==> config.mk <==
export PLATFORM = sky130hd
export DESIGN_NAME = fetch_sequencer
export DESIGN_NICKNAME = d
export VERILOG_FILES = /design/src/rtl/fetch_sequencer.sv
export SDC_FILE = /design/constraint.sdc
export NUM_CORES = 1
export LEC_CHECK = 0
export CAP_MARGIN = 0
export CORE_MARGIN = 2
export CORE_UTILIZATION = 42
export CTS_CLUSTER_SIZE = 24
export DETAILED_ROUTE_END_ITERATION = 16
export PLACE_DENSITY = 0.95
export SYNTH_ARGS = -nofsm -noshare
export SYNTH_HDL_FRONTEND = slang
export SYNTH_SLANG_ARGS = --single-unit
==> constraint.sdc <==
create_clock -name clk -period 3.9 [get_ports clk]
set_input_delay 0.975 -clock clk [delete_from_list [all_inputs] [get_ports clk]]
set_output_delay 0.975 -clock clk [all_outputs]
set_load 0.05 [all_outputs]
==> src/rtl/fetch_sequencer.sv <==
// fetch_sequencer: instruction-fetch controller for a combinational, PC-indexed ROM.
// It drives pc, registers the returned word into ir/ir_pc and offers it to decode
// over a valid/ready handshake. Jump/call/return redirects from execute flush ir.
// Optional feature macro: CALL_STACK_EN. When it is defined, a return-address stack
// is built and call/return use it. When it is undefined, call acts as a jump, return
// is ignored and stack_err is tied low.
module fetch_sequencer #(
    parameter int INSTRUCTION_WIDTH = 40,
    parameter int PC_WIDTH          = 5,
    parameter int START_PC          = 0,
    parameter int RS_DEPTH          = 4
) (
    input  logic                         clk,
    input  logic                         rst,
    input  logic                         start,
    output logic [PC_WIDTH-1:0]          pc,
    input  logic [INSTRUCTION_WIDTH-1:0] instruction,
    output logic [INSTRUCTION_WIDTH-1:0] ir,
    output logic [PC_WIDTH-1:0]          ir_pc,
    output logic                         ir_valid,
    input  logic                         ir_ready,
    input  logic                         redir_valid,
    input  logic [1:0]                   redir_kind,
    input  logic [PC_WIDTH-1:0]          redir_target,
    input  logic [PC_WIDTH-1:0]          redir_link,
    input  logic                         halt_req,
    output logic                         halted,
    output logic                         stack_err
);

    localparam logic [PC_WIDTH-1:0] START_ADDR = PC_WIDTH'(START_PC);

    localparam logic [1:0] KIND_JUMP   = 2'b00;
    localparam logic [1:0] KIND_CALL   = 2'b01;
    localparam logic [1:0] KIND_RETURN = 2'b10;

    typedef enum logic [1:0] {
        IDLE  = 2'd0,
        FETCH = 2'd1,
        HALT  = 2'd2
    } state_t;

    state_t                         state_reg, state_next;
    logic [PC_WIDTH-1:0]            pc_reg, pc_next;
    logic [INSTRUCTION_WIDTH-1:0]   ir_reg, ir_next;
    logic [PC_WIDTH-1:0]            ir_pc_reg, ir_pc_next;
    logic                           ir_valid_reg, ir_valid_next;

`ifdef CALL_STACK_EN
    localparam int CW = $clog2(RS_DEPTH + 1);
    localparam int IW = (RS_DEPTH > 1) ? $clog2(RS_DEPTH) : 1;

    logic [PC_WIDTH-1:0] rs_mem [RS_DEPTH];
    logic [CW-1:0]       rs_count_reg, rs_count_next;
    logic                err_reg, err_next;
    logic                push_en;
    logic                rs_full;
    logic                rs_empty;
    logic [IW-1:0]       top_idx;
    logic [IW-1:0]       push_idx;

    assign rs_full  = (rs_count_reg == CW'(RS_DEPTH));
    assign rs_empty = (rs_count_reg == '0);
    assign top_idx  = IW'(rs_count_reg - CW'(1));
    assign push_idx = IW'(rs_count_reg);
`else
    // Link address and stack depth have no consumer when the stack is not built.
    logic                unused_link;
    logic [RS_DEPTH-1:0] unused_depth;
    assign unused_link  = ^redir_link;
    assign unused_depth = '0;
`endif

    // Next-state and datapath selection; priority halt > redirect > capture > hold.
    always_comb begin
        state_next    = state_reg;
        pc_next       = pc_reg;
        ir_next       = ir_reg;
        ir_pc_next    = ir_pc_reg;
        ir_valid_next = ir_valid_reg;
`ifdef CALL_STACK_EN
        rs_count_next = rs_count_reg;
        err_next      = err_reg;
        push_en       = 1'b0;
`endif
        case (state_reg)
            IDLE, HALT: begin
                ir_valid_next = 1'b0;
                if (start) begin
                    state_next = FETCH;
                    pc_next    = START_ADDR;
`ifdef CALL_STACK_EN
                    rs_count_next = '0;
`endif
                end
            end
            FETCH: begin
                if (halt_req) begin
                    ir_valid_next = 1'b0;
                    state_next    = HALT;
                end else if (redir_valid && redir_kind == KIND_JUMP) begin
                    ir_valid_next = 1'b0;
                    pc_next       = redir_target;
                end else if (redir_valid && redir_kind == KIND_CALL) begin
                    ir_valid_next = 1'b0;
                    pc_next       = redir_target;
`ifdef CALL_STACK_EN
                    if (rs_full) begin
                        err_next = 1'b1;
                    end else begin
                        push_en       = 1'b1;
                        rs_count_next = rs_count_reg + CW'(1);
                    end
`endif
                end
`ifdef CALL_STACK_EN
                else if (redir_valid && redir_kind == KIND_RETURN) begin
                    ir_valid_next = 1'b0;
                    if (rs_empty) begin
                        pc_next  = START_ADDR;
                        err_next = 1'b1;
                    end else begin
                        pc_next       = rs_mem[top_idx];
                        rs_count_next = rs_count_reg - CW'(1);
                    end
                end
`endif
                else if (!ir_valid_reg || ir_ready) begin
                    ir_next       = instruction;
                    ir_pc_next    = pc_reg;
                    ir_valid_next = 1'b1;
                    pc_next       = pc_reg + PC_WIDTH'(1);
                end
            end
            default: begin
                state_next = IDLE;
            end
        endcase
    end

    // Fetch state and instruction register update.
    always_ff @(posedge clk) begin
        if (rst) begin
            state_reg    <= IDLE;
            pc_reg       <= START_ADDR;
            ir_reg       <= '0;
            ir_pc_reg    <= '0;
            ir_valid_reg <= 1'b0;
        end else begin
            state_reg    <= state_next;
            pc_reg       <= pc_next;
            ir_reg       <= ir_next;
            ir_pc_reg    <= ir_pc_next;
            ir_valid_reg <= ir_valid_next;
        end
    end

`ifdef CALL_STACK_EN
    // Return-stack occupancy and sticky error flag.
    always_ff @(posedge clk) begin
        if (rst) begin
            rs_count_reg <= '0;
            err_reg      <= 1'b0;
        end else begin
            rs_count_reg <= rs_count_next;
            err_reg      <= err_next;
        end
    end

    // Return-stack storage; entries need no reset because occupancy gates reads.
    always_ff @(posedge clk) begin
        if (push_en) begin
            rs_mem[push_idx] <= redir_link;
        end
    end

    assign stack_err = err_reg;
`else
    assign stack_err = 1'b0;
`endif

    assign pc       = pc_reg;
    assign ir       = ir_reg;
    assign ir_pc    = ir_pc_reg;
    assign ir_valid = ir_valid_reg;
    assign halted   = (state_reg == HALT);

endmodule

Yosys cells after proc, flatten, opt, wreduce, memory -nomap -nowiden
Cells that the tools add are included.
{"block": "word_totals", "in_bits": 58, "regBits": 53, "word_cells": 43, "out_inout_bits": 53}
{"block": "classes", "n_addsub": 1, "bitwise_logic": 3, "eq_ne": 8, "muxes": 14, "reduce_logical": 12}
{"operator": "$mux W5", "count": 5}
{"operator": "$pmux W5 S2", "count": 1}
{"operator": "$ne A2 B2 Y1 const B", "count": 3}
{"operator": "$add A5 B1 Y5 const B", "count": 1}
{"operator": "$ne A5 B5 Y1 const B", "count": 1}
{"operator": "$reduce_and A5 Y1", "count": 1}
{"operator": "$eq A2 B1 Y1 const B", "count": 2}
{"operator": "$logic_not A2 Y1", "count": 2}
{"operator": "$mux W1", "count": 4}
{"operator": "$mux W2", "count": 2}
{"operator": "$ne A4 B4 Y1 const B", "count": 1}
{"operator": "$pmux W2 S2", "count": 1}
{"operator": "$reduce_and A2 Y1", "count": 2}
{"operator": "$reduce_and A4 Y1", "count": 1}
{"operator": "$not A1 Y1", "count": 3}
{"operator": "$eq A2 B2 Y1 const B", "count": 1}
{"operator": "$logic_and A1 B1 Y1", "count": 2}
{"operator": "$pmux W1 S2", "count": 1}
{"operator": "$reduce_bool A2 Y1", "count": 1}
{"operator": "$reduce_or A2 Y1", "count": 1}
{"operator": "$logic_not A1 Y1", "count": 1}
{"operator": "$logic_or A1 B1 Y1", "count": 1}

Depth between registers and ports, before layout
Gate-level depths: netlist of the first run.
{"block": "depth", "ltp_word": 7, "ltp_mapped": 7, "mapped_depth_nobuf": 5}

Least setup slack after synthesis of the first run
Ideal clock, no wire load.
{"block": "synth_timing", "path_kind": "input to register", "start": "input port halt_req", "end": "register ir_reg[10], in the netlist ir[10]", "t_arrival_ns": 2.134, "stages": 6, "setup_time_ns": 0.132, "n_path_buf": 2, "required_ns": 3.768, "path_slack_ns": 1.634, "cell_sequence": "or3b_4 or3_1 buf_6 buf_6 nand2_1 a21oi_1"}
{"block": "synth_between", "elab_chain_len": 2}
{"element": "from (decl)", "line_no": "26", "rtl": "input logic halt_req,"}
{"element": "$not A1 Y1 (no source line)"}
{"element": "$reduce_and A5 Y1 (no source line)"}
{"element": "to (signal assigned)", "line_no": "152", "rtl": "ir_reg <= ir_next;"}
{"element": "to (decl)", "line_no": "45", "rtl": "logic [INSTRUCTION_WIDTH-1:0] ir_reg, ir_next;"}
No other way between the ends.
A chain may end at the register's enable or synchronous reset.

Worst setup path in the final report of the first run
{"block": "layout_timing", "start": "input port halt_req", "end": "register ir_reg[6], in the netlist ir[6]"}
The elaborated chain is that of the path after synthesis.

==> impl_metrics.toml, run 1 <==
[outcome]
status = "finished, final reports clean"

[cts]
cts_resized = 0
hold_buffers = 0
htree_levels = 2
path_clk_slew_ns = 0.09
clockBufferDepth = 2
cts_tree = "done"
post-cts-setup-buffers = 0
clkSinkCount = 53
root_buffer = "clkbuf_8"
numCtsBuffers = 5
insertion_delay_ns = 0.30

[worst_setup_path]
critPathRequiredTime_ns = 4.06
rr_worst_depth = 5
critPathLaunchType = "input port"
regToRegSetupSlack_ns = 1.78
rr_startpoint = "state_reg[0]"
r2r-end = "ir[6]"
worstPathMaxFanout = 32
critPathCaptureType = "flop"
crit_arrival_ns = 2.97
crit_type = "input port to flop"

[yosys]
synth_top_family_by_area = "simple AND/OR/NAND/NOR gates"
synth-compound-area-share_pct = 15.5
ys_types = 30
syn_nets = 313
synth_fa_ha_area_share_pct = 0.603
synth_seq_cells = 53
syn_avg_cell_area_um2 = 8.17
synthSimpleGateAreaFrac_pct = 24.4
synthMuxAreaShare_pct = 0.542
synth-xor-area-share_pct = 0.422
synth.yosys.seq_area_share_pct = 51.1
mappedNetlistArea_um2 = 2080
synthCells = 254
yosysWarnings = 0

[sta]
fmaxAchievable_mhz = 355
hold_violations = 0
drv_slew = 0
rsz0062_at_grt = "false"
min_period_ns = 2.82
finClkSkew_ns = 0.0133
period_share_pct = 72.2
slew_headroom_pct = 65.3
setup_tns_ns = 0
worst_slew_pin_slew_ns = 0.518
finalSetupViolCount = 0

[routing]
drt_iter0_drc = 77
drcViolationCount = 0
ant_nets = 0
post_drt_wl_per_cell_um = 12.3
post_drt_via_cell_ratio = 4.85
drt_wl_total_um = 5170
firstDrtPassIters = 4
num_vias = 2036

[floorplan]
die_h_um = 74.3
io_pins = 111
core-area_um2 = 4750
initial_core_util_pct = 43.7
die_width_um = 74.3
rows = 25
die-area_um2 = 5520

[global_routing]
first_global_vias = 1816
antenna_found_initial = 0
grt_overflow = 0
grt_max_degree = 52
grt_pass1_wl_um = 7830
grt.total_usage_pct = 18.3

[final_layout]
seq_area_um2 = 1060
nFillCells = 417
synthToLayoutAreaGrowth_pct = 53.6
fin_area_um2 = 3190
n_antenna_cell = 0
nets = 411
multi_input_area_um2 = 865
largest_reg_flops = 40
drive_gt1_share_pct = 4.82
final_common_cell = "clkdlybuf4s50_1"
final_cell_mix = "clkdlybuf4s50_1, nand2_1, dfxtp_1"

[placement]
dp_hpwl_um = 3780
globalplace.congestion = 0.807
io_buffers = 103
dpl_cell_area_um2 = 3090

[power_and_ir_drop]
power_w = 0.00112
p_per_area_nw_per_um2 = 352
p_leak_nw = 1.09
ir_drop_mv = 0.197

[flow_run]
cap_viol_max_count = 0

[hold_path]
hp-class = "flop to flop"
hp-start = "ir[19]"
min_to = "ir[19]"
min_path_cells = 2
[Yosys cell counts]
cell / number / area share, %
a31oi_1: 1 / 0.30
dfxtp_1: 53 / 51
o211ai_1: 3 / 1.1
conb_1: 1 / 0.18
ha_1: 1 / 0.60
or4b_1: 1 / 0.48
buf_6: 9 / 4.9
o21a_1: 1 / 0.36
nand3_1: 5 / 1.2
or3b_4: 1 / 0.54
o41ai_1: 1 / 0.42
o22ai_1: 1 / 0.30
nand2b_1: 3 / 0.90
clkbuf_1: 6 / 1.1
nor2_1: 3 / 0.54
nor3_1: 3 / 0.72
nor3_4: 1 / 0.78
buf_1: 1 / 0.18
or3_1: 2 / 0.60
inv_1: 4 / 0.72
a22oi_1: 2 / 0.72
xnor2_1: 1 / 0.42
buf_4: 1 / 0.36
nand2_1: 90 / 16
nor2b_1: 3 / 0.90
nand3b_1: 1 / 0.36
nor3b_1: 2 / 0.72
a21oi_1: 51 / 12
mux2_2: 1 / 0.54
and2b_1: 1 / 0.36
[through the flow]
step	hold slack (ns)	cells	setup WS (ns)	util [%]
after floorplan	0.504	254	1.63	-
after global placement	0.441	412	0.799	64.9
after detailed placement	0.446	412	0.777	64.9
after CTS	0.458	420	1.10	67.1
after global routing	0.481	420	1.03	67.1
final	0.457	420	1.08	67.1
[kinds of logic (layout without fill, tap and decap cells)]
family | after synthesis | after routing
AND/OR/NAND/NOR | 116 | 116
AO/OA/AOI/OAI | 60 | 60
flip-flops | 53 | 53
buffers and inverters | 21 | 120
adder cells (fa/ha/maj) | 1 | 1
other | 1 | 1
XOR/XNOR | 1 | 1
multiplexers | 1 | 1
[worst max-delay path, cell delays in order]
cell             delay (ns)
clkdlybuf4s50_1        0.46
or3b_4                 0.43
or3_1                  0.59
buf_4                  0.33
nand2_1                0.11
a21oi_1                0.07
[power breakdown]
group	total [W]	switching (W)	internal, W
Combinational	0.000219	0.000122	0.0000979
Sequential	0.000578	0.0000173	0.000560
Clock	0.000327	0.000166	0.000161
Total	0.00112	0.000305	0.000819
[layout make-up]
type | count | share of cell area (%)
Timing Repair Buffer | 108 | 33.3
Sequential cell | 53 | 33.3
Multi-Input combinational cell | 180 | 27.1
Clock buffer | 7 | 3.02
Tap cell | 67 | 2.63
Inverter | 4 | 0.471
Clock inverter | 1 | 0.157
[worst max-delay path by stage]
stage                  end     start  slack, ns
floorplan           ir[10]  halt_req       1.63
global placement    ir[28]  halt_req       0.80
detailed placement   ir[6]  halt_req       0.78
CTS                  ir[6]  halt_req       1.10
global route        ir[27]  halt_req       1.03
finish               ir[6]  halt_req       1.08
[routing by layer]
layer	wire, µm	GRT usage [%]	vias up
met2	2570	33.2	69
li1	-	-	1027
met4	11	4.96	0
met3	366	5.42	2
met5	0	0	-
met1	2220	21.1	938
Power figures use the tool's default switching activity.
==> run 2: changes to the inputs <==
Settings changed: CORE_UTILIZATION 42 to 39, PLACE_DENSITY 0.95 to 0.9.
Clock period 3.9 ns to 2.9 ns, I/O delays scaled along.
==> run 2 against run 1 <==
  * First-iteration DRC count fell by 14%
  * Critical path depth fell by 4
  * Design area rose by 0.82%
  * Sequential power rose by 34%
  * Routed wire length rose by 2.7%
  * Flip-flop and latch count did not move
  * Total power rose by 41%
  * Combinational power rose by 36%
  * Clock power rose by 55%
  * Largest power group unchanged
==> impl_metrics.toml, run 2 (synthesis gave the netlist of run 1 again) <==
[routing]
firstDrtPassIters = 5
post_drt_wl_per_cell_um = 12.5
drt_wl_total_um = 5310
drt_iter0_drc = 66
num_vias = 2051
ant_nets = 0
drcViolationCount = 0
post_drt_via_cell_ratio = 4.84

[placement]
dp_cells = 416
dp_hpwl_um = 3860
globalplace.congestion = 0.826
io_buffers = 103
post-place-ws_ns = 0.240
dpl_cell_area_um2 = 3100

[hold_path]
hp-class = "flop to flop"
hp-start = "ir[26]"
min_to = "ir[26]"
min_path_cells = 2

[worst_setup_path]
crit_arrival_ns = 1.74
rr_worst_depth = 5
worstPathMaxFanout = 7
crit_type = "flop to output pin"
rr_startpoint = "state_reg[0]"
regToRegSetupSlack_ns = 1.03
critPathCaptureType = "output pin"
critPathRequiredTime_ns = 2.17
critPathLaunchType = "flop"
r2r-end = "ir[39]"

[global_routing]
grt_overflow = 0
grt_max_degree = 52
grt.total_usage_pct = 17.6
first_global_vias = 1873
antenna_found_initial = 0
grt_pass1_wl_um = 8510

[sta]
slew_headroom_pct = 65.1
setup_tns_ns = 0
finalSetupViolCount = 0
finClkSkew_ns = 0.00851
timing.hold.ws_ns = 0.458
rsz0062_at_grt = "false"
min_period_ns = 2.47
fmaxAchievable_mhz = 405
worst_slew_pin_slew_ns = 0.521
setup_ws_ns = 0.434
period_share_pct = 85.1
drv_slew = 0
hold_violations = 0

[final_layout]
nFillCells = 465
final_cell_mix = "clkdlybuf4s50_1, nand2_1, dfxtp_1"
drive_gt1_share_pct = 4.80
n_antenna_cell = 0
fin_area_um2 = 3220
fin_cells = 424
synthToLayoutAreaGrowth_pct = 54.9
final_common_cell = "clkdlybuf4s50_1"
largest_reg_flops = 40
nets = 412

[cts]
insertion_delay_ns = 0.30
hold_buffers = 0
clockBufferDepth = 2
path_clk_slew_ns = 0.09
clkSinkCount = 53
htree_levels = 2
post-cts-setup-buffers = 0
numCtsBuffers = 5
cts_resized = 0
cts_tree = "done"
root_buffer = "clkbuf_8"

[flow_run]
cap_viol_max_count = 0

[outcome]
status = "finished, final reports clean"

[floorplan]
rows = 26
initial_core_util_pct = 40.6
core-area_um2 = 5110
die-area_um2 = 5920
io_pins = 111
die_width_um = 77.0
die_h_um = 77.0

[power_and_ir_drop]
ir_drop_mv = 0.329
p_per_area_nw_per_um2 = 492
p_leak_nw = 1.09
run 2: metal layers:
layer  share of wire [%]  up-vias  GRT usage, %
met5                   0        -             0
met4                0.60        0          4.73
met3                 8.7        4          4.35
met2                  50       90          31.5
met1                  40      930          20.9
li1                    -     1027             -
run 2: metrics by stage:
stage / utilization, % / total power (W)
global route: 63.0 / 0.00166
floorplan: - / 0.000961
finish: 63.0 / 0.00158
CTS: 63.0 / 0.00160
global placement: 60.7 / 0.00109
detailed placement: 60.7 / 0.00109
run 2: report_power, final:
| group | internal (W) | switching (W) |
|---|---|---|
| registers | 0.000753 | 0.0000216 |
| clock network | 0.000282 | 0.000226 |
| logic | 0.000133 | 0.000166 |
run 2: worst max path at each step:
stage                  from  endpoint  slack [ns]  cells past startpoint
4_1_cts        state_reg[1]    halted        0.43                      2
6_report       state_reg[1]    halted        0.43                      2
3_3_place_gp       halt_req     ir[1]        0.28                      6
3_5_place_dp       halt_req    ir[10]        0.24                      6
5_1_grt        state_reg[1]    halted        0.35                      2
2_1_floorplan      halt_req    ir[10]        0.88                      6
run 2: area by class of cell:
cell class / count / area [µm²] / area share [%]
well taps: 70 / 87.6 / 2.72
flip-flops and latches: 53 / 1060 / 33.0
repair buffers: 109 / 1070 / 33.3
clock buffers: 7 / 86.3 / 2.68
clock inverters: 1 / 30.0 / 0.934
inverters: 4 / 15.0 / 0.467
multi-input cells: 180 / 865 / 26.9
run 2: worst max-delay path, stage by stage, from the launching register on:
cell and delay, ns:
dfxtp_1 0.44, and2b_1 0.19, clkdlybuf4s50_1 0.81
